$ cat src/rtl/uart_pkg.sv
// Shared types and constants for the UART receive path.
// Holds the frame-assembler state encoding and the parity helper used when a frame completes.
package uart_pkg;

  typedef enum logic [2:0] {
    IDLE      = 3'd0,
    DATA      = 3'd1,
    PARITY    = 3'd2,
    STOP      = 3'd3,
    WAIT_IDLE = 3'd4
  } rx_state_t;

  localparam logic        LINE_IDLE     = 1'b1;
  localparam int unsigned MIN_DATA_BITS = 5;
  localparam int unsigned MAX_DATA_BITS = 8;

  // True when data bits plus the received parity bit do not XOR to the expected sense.
  function automatic logic parity_bad(input logic [MAX_DATA_BITS-1:0] data,
                                      input logic                     par_bit,
                                      input logic                     odd);
    return ((^data) ^ par_bit) != odd;
  endfunction

endpackage

$ cat src/rtl/rx_out_buffer.sv
// Single-entry valid/ready holding register for received characters.
// A load that arrives while an unconsumed character is held is dropped and flagged by a one-cycle overrun pulse.
module rx_out_buffer #(
  parameter int unsigned WIDTH = 8
) (
  input  logic             clk,
  input  logic             rst,
  input  logic             load_i,
  input  logic [WIDTH-1:0] data_i,
  input  logic             ferr_i,
  input  logic             perr_i,
  input  logic             ready_i,
  output logic [WIDTH-1:0] data_o,
  output logic             valid_o,
  output logic             ferr_o,
  output logic             perr_o,
  output logic             overrun_o
);

  logic [WIDTH-1:0] data_q, data_d;
  logic             valid_q, valid_d;
  logic             ferr_q, ferr_d;
  logic             perr_q, perr_d;
  logic             ovr_q, ovr_d;
  logic             can_accept;

  always_comb begin
    data_d     = data_q;
    valid_d    = valid_q;
    ferr_d     = ferr_q;
    perr_d     = perr_q;
    ovr_d      = 1'b0;
    // A consume in the same cycle frees the slot for the incoming character.
    can_accept = !valid_q || ready_i;
    if (load_i) begin
      if (can_accept) begin
        data_d  = data_i;
        ferr_d  = ferr_i;
        perr_d  = perr_i;
        valid_d = 1'b1;
      end else begin
        ovr_d = 1'b1;
      end
    end else if (valid_q && ready_i) begin
      valid_d = 1'b0;
    end
  end

  always_ff @(posedge clk) begin
    if (!rst) begin
      data_q  <= '0;
      valid_q <= 1'b0;
      ferr_q  <= 1'b0;
      perr_q  <= 1'b0;
      ovr_q   <= 1'b0;
    end else begin
      data_q  <= data_d;
      valid_q <= valid_d;
      ferr_q  <= ferr_d;
      perr_q  <= perr_d;
      ovr_q   <= ovr_d;
    end
  end

  assign data_o    = data_q;
  assign valid_o   = valid_q;
  assign ferr_o    = ferr_q;
  assign perr_o    = perr_q;
  assign overrun_o = ovr_q;

endmodule

$ cat src/rtl/uart_rx_frame_assembler.sv
// UART receive frame assembler: validates the start bit, shifts data LSB first on mid-bit strobes,
// checks optional parity and the stop bit, and hands each character to a valid/ready buffer.
module uart_rx_frame_assembler
  import uart_pkg::*;
#(
  parameter int unsigned DATA_BITS  = 8,
  parameter int unsigned PARITY_EN  = 0,
  parameter int unsigned PARITY_ODD = 0
) (
  input  logic                 clk,
  input  logic                 rst,
  input  logic                 sample_stb,
  input  logic                 serial_in,
  output logic                 rx_busy,
  output logic [DATA_BITS-1:0] data_out,
  output logic                 data_valid,
  input  logic                 data_ready,
  output logic                 framing_err,
  output logic                 parity_err,
  output logic                 overrun
);

  localparam int unsigned          CNT_W    = $clog2(DATA_BITS + 1);
  localparam logic [CNT_W-1:0]     LAST_IDX = CNT_W'(DATA_BITS - 1);
  localparam logic                 ODD_SENSE = (PARITY_ODD != 0);

  rx_state_t            state_q, state_d;
  logic [DATA_BITS-1:0] shift_q, shift_d;
  logic [CNT_W-1:0]     cnt_q, cnt_d;
  logic                 par_q, par_d;

  logic                 frame_done;
  logic                 frame_ferr;
  logic                 frame_perr;

  // State register
  always_ff @(posedge clk) begin
    if (!rst) begin
      state_q <= IDLE;
      shift_q <= '0;
      cnt_q   <= '0;
      par_q   <= 1'b0;
    end else begin
      state_q <= state_d;
      shift_q <= shift_d;
      cnt_q   <= cnt_d;
      par_q   <= par_d;
    end
  end

  // Next-state logic; nothing moves without a sample strobe.
  always_comb begin
    state_d = state_q;
    shift_d = shift_q;
    cnt_d   = cnt_q;
    par_d   = par_q;
    if (sample_stb) begin
      unique case (state_q)
        IDLE: begin
          if (serial_in != LINE_IDLE) begin
            state_d = DATA;
            cnt_d   = '0;
          end
        end
        DATA: begin
          shift_d = {serial_in, shift_q[DATA_BITS-1:1]};
          cnt_d   = cnt_q + CNT_W'(1);
          if (cnt_q == LAST_IDX) begin
            state_d = (PARITY_EN != 0) ? PARITY : STOP;
          end
        end
        PARITY: begin
          par_d   = serial_in;
          state_d = STOP;
        end
        STOP: begin
          // A low stop bit may be the start of a break; wait for the line to recover.
          state_d = (serial_in == LINE_IDLE) ? IDLE : WAIT_IDLE;
        end
        WAIT_IDLE: begin
          if (serial_in == LINE_IDLE) begin
            state_d = IDLE;
          end
        end
        default: state_d = IDLE;
      endcase
    end
  end

  // Outputs of the state machine
  always_comb begin
    rx_busy    = (state_q != IDLE);
    frame_done = sample_stb && (state_q == STOP);
    frame_ferr = (serial_in != LINE_IDLE);
    frame_perr = (PARITY_EN != 0) ?
                 parity_bad(MAX_DATA_BITS'(shift_q), par_q, ODD_SENSE) : 1'b0;
  end

  rx_out_buffer #(
    .WIDTH(DATA_BITS)
  ) u_out_buf (
    .clk      (clk),
    .rst      (rst),
    .load_i   (frame_done),
    .data_i   (shift_q),
    .ferr_i   (frame_ferr),
    .perr_i   (frame_perr),
    .ready_i  (data_ready),
    .data_o   (data_out),
    .valid_o  (data_valid),
    .ferr_o   (framing_err),
    .perr_o   (parity_err),
    .overrun_o(overrun)
  );

endmodule

$ cat config.mk
export PLATFORM = sky130hd
export DESIGN_NAME = uart_rx_frame_assembler
export DESIGN_NICKNAME = d
export VERILOG_FILES = /design/src/rtl/uart_pkg.sv /design/src/rtl/rx_out_buffer.sv /design/src/rtl/uart_rx_frame_assembler.sv
export SDC_FILE = /design/constraint.sdc
export NUM_CORES = 1
export LEC_CHECK = 0
export ABC_AREA = 1
export BUFFER_PORTS_ARGS = -buffer_cell sky130_fd_sc_hd__buf_2
export CAP_MARGIN = 20
export CORE_MARGIN = 1.5
export CORE_UTILIZATION = 55
export DETAILED_ROUTE_END_ITERATION = 6
export GPL_TIMING_DRIVEN = 1
export HOLD_SLACK_MARGIN = 0.12
export PLACE_DENSITY = 0.78
export SYNTH_ARGS = -nofsm -noshare
export SYNTH_HDL_FRONTEND = slang
export SYNTH_SLANG_ARGS = --single-unit
export TNS_END_PERCENT = 30
$ cat constraint.sdc
create_clock -name clk -period 3.4 [get_ports clk]
set_input_delay 0.68 -clock clk [delete_from_list [all_inputs] [get_ports clk]]
set_output_delay 0.68 -clock clk [all_outputs]
set_load 0.005 [all_outputs]
==> impl_metrics.env <==
export IMPL_r2r_end="cnt_q[0]"
export IMPL_p_int_uw=403.5
export IMPL_holdWs_ps=514.8
export IMPL_synthTopCellsByArea="dfxtp_1 47%, nor2_1 16%, o21ai_0 7.3%"
export IMPL_globalRouteOverflowTotal=0
export IMPL_finalCritPeriodShare=0.5272
export IMPL_post_cts_resized=0
export IMPL_grt_max_degree=24
export IMPL_peakVddDrop_mv=0.2694
export IMPL_place_area_sq_um=1181
export IMPL_synth_top_cells_by_count="46 x nor2_1, 26 x dfxtp_1, 17 x nand2_1"
export IMPL_p_leak_nw=0.5726
export IMPL_crit_type="reg2out"
export IMPL_cts_inserted_buffers=3
export IMPL_core_area_sq_um=1922
export IMPL_fin_tns_setup_ps=0
export IMPL_pre_cts_ws_ps=1854
export IMPL_synthDistinctLibCells=21
export IMPL_post_cts_buffers=0
export IMPL_use_met2=0.3173
export IMPL_synth_flop_cell="dfxtp_1"
export IMPL_grt_pass1_vias=738
export IMPL_avgSynthCellArea_sq_um=7.252
export IMPL_worstSetupEndpointType="primary output"
export IMPL_worst_clock_skew_ps=11.06
export IMPL_antenna_found_initial=0
export IMPL_required_ps=2720
export IMPL_vias=966
export IMPL_setup_viol=0
export IMPL_finalMaxSlewViolations=0
export IMPL_layout_nets=174
export IMPL_crit_path_cell_trace="inv_1 > nand2_1 > nor2_1 > inv_1 > buf_2"
export IMPL_grt_usage=0.1944
export IMPL_slowest_stage="dfxtp_1"
export IMPL_clockPowerShare=0.219
export IMPL_cp_max_fo=5
export IMPL_hold_viol_final=0
export IMPL_synth_edf_count=0
export IMPL_synth_warnings=0
export IMPL_ys_ff_latch=26
export IMPL_drive_gt1_frac=0.1747
export IMPL_fp_dieH_um=47.77
export IMPL_dr_pass1_iters=4
export IMPL_crit_top_cell="inv_1"
export IMPL_dp_hpwl_um=1489
export IMPL_htree_levels=1
export IMPL_clock_path_buffers=2
export IMPL_power_density_nw_per_um2=473.8
export IMPL_crit_arrival_ps=1110
export IMPL_area_growth_pct=9.194
export IMPL_met3_usage=0.04528
export IMPL_pin_count=18
export IMPL_p_total_uw=570.2
export IMPL_wl_um=2069
export IMPL_design_area_sq_um=1204
export IMPL_cts_tree="done"
export IMPL_syn_nets=158
export IMPL_rows=16
export IMPL_die_w_um=47.77
export IMPL_synth_area_leader_cell="dfxtp_1"
export IMPL_start_util=0.5736
export IMPL_drc=0
export IMPL_fill_cells=187
export IMPL_status="complete, no violations"
export IMPL_syn_inst=152
export IMPL_via_per_inst=5.005
export IMPL_drt_initial_drc_count=26
export IMPL_ys_seq_area_frac=0.4722
export IMPL_period_minus_slack_ps=1792
export IMPL_rsz0062_at_grt="no"
export IMPL_p_sw_uw=166.7
export IMPL_rr_startpoint="state_q[2]"
export IMPL_worst_r2r_path_depth=7
export IMPL_grt_pass1_wl_um=3091
export IMPL_hold_path_endpoint="u_out_buf.data_o[0]"
export IMPL_clockRootBuffer="clkbuf_4"
export IMPL_async_flop_share=0
export IMPL_insertion_delay_ps=310
export IMPL_worst_slack_ps=1608
export IMPL_busiest_layer="met2"
export IMPL_wire_per_inst_um=10.72
export IMPL_p_seq_frac=0.604
export IMPL_reg2reg_slack_ps=2090
export IMPL_startpoint_type="flip-flop"
export IMPL_dieArea_sq_um=2282
export IMPL_path_clk_slew_ps=120
export IMPL_yosysMostFrequentCell="nor2_1"
export IMPL_cts_hold_buf=0
export IMPL_maxCapViolCount=0
export IMPL_worstHoldPathCells=2
export IMPL_num_antenna_cells=0
export IMPL_fmax_mhz=557.9
export IMPL_gp_congestion=0.7346
export IMPL_ant_nets=0
export IMPL_hp_start="shift_q[0]"
export IMPL_synth_area_sq_um=1102
export IMPL_cts_sinks=26
export IMPL_hold_class="reg2reg"
export IMPL_p_comb_frac=0.177
export IMPL_slowest_delay_ps=380
export IMPL_use_met1=0.2459
export IMPL_portBuffers=16
export IMPL_netlist_area_leader_share=0.4722
export IMPL_swShare=0.2924
-- how the worst max path moves through the flow --
stage | startpoint | end | slack (ps)
3_5_place_dp | data_ready | u_out_buf.data_o[5] | 1850
5_1_grt | state_q[1] | rx_busy | 1480
4_1_cts | state_q[1] | rx_busy | 1580
6_report | state_q[1] | rx_busy | 1610
2_1_floorplan | data_ready | u_out_buf.data_o[2] | 2020
3_3_place_gp | data_ready | u_out_buf.data_o[5] | 1860
-- per-stage QoR --
| stage | util | instances |
|---|---|---|
| 3_3_place_gp | 0.6146 | 190 |
| 6_report | 0.6263 | 193 |
| 3_5_place_dp | 0.6146 | 190 |
| 4_1_cts | 0.6263 | 193 |
| 2_1_floorplan | - | 152 |
| 5_1_grt | 0.6263 | 193 |
-- state kept, by name, indices dropped and copies added, names as in the netlist --
name and flops:
u_out_buf.overrun_o 1, u_out_buf.data_o 8, cnt_q 4, u_out_buf.valid_o 1, u_out_buf.ferr_o 1, shift_q 8, state_q 3
-- routing by layer --
metal  wire (um)  up-vias  part of all wire
met5           0        -                 0
met4          12        0            0.0058
met3          58        2             0.028
met2        1006       17              0.49
met1         990      434              0.48
li1            -      513                 -
-- logic make-up (layout without fill, tap and decap cells) --
family | after synthesis | after routing | synth area share
AND/OR/NAND/NOR | 82 | 82 | 0.3246
flip-flops | 26 | 26 | 0.4722
AO/OA/AOI/OAI | 25 | 25 | 0.1135
buffers and inverters | 17 | 31 | 0.07491
adder cells (fa/ha/maj) | 1 | 1 | 0.01135
other | 1 | 1 | 0.003402
-- placed cells by master (no fill, tap or decap) --
cell	count
inv_1	9
nor2_1	46
nor2_2	3
nand2_2	3
nor2_8	1
ha_1	1
dfxtp_1	26
nor3_1	1
o21ai_1	3
o21ai_0	16
nand4_1	3
inv_4	1
nand2_1	17
inv_2	2
clkbuf_4	3
buf_2	16
a21oi_1	6
conb_1	1
nand3_1	8
-- worst max-delay path: cells and delay by family (launching register included) --
family / cells / cell delay (ps)
and+or+nand+nor: 2 / 200
buffers and inverters: 3 / 240
DFF: 1 / 380
-- power by group through the flow --
stage | Clock [mW] | Combinational (mW) | Sequential [mW]
final | 0.125 | 0.101 | 0.344
after global routing | 0.135 | 0.117 | 0.348
after CTS | 0.126 | 0.101 | 0.344
after detailed placement | 0 | 0.100 | 0.351
after global placement | 0 | 0.0990 | 0.350
after floorplan | 0 | 0.0811 | 0.347
-- area by class of cell --
cell class                      instances  area, sq um  area share
Clock buffer                            3        22.52     0.01871
Inverter                               12        47.55     0.03950
Multi-Input combinational cell        109        499.2      0.4148
Sequential cell                        26        520.5      0.4324
Tap cell                               27        33.78     0.02807
Timing Repair Buffer                   16        80.08     0.06653
(Power assumes the default switching activity.)
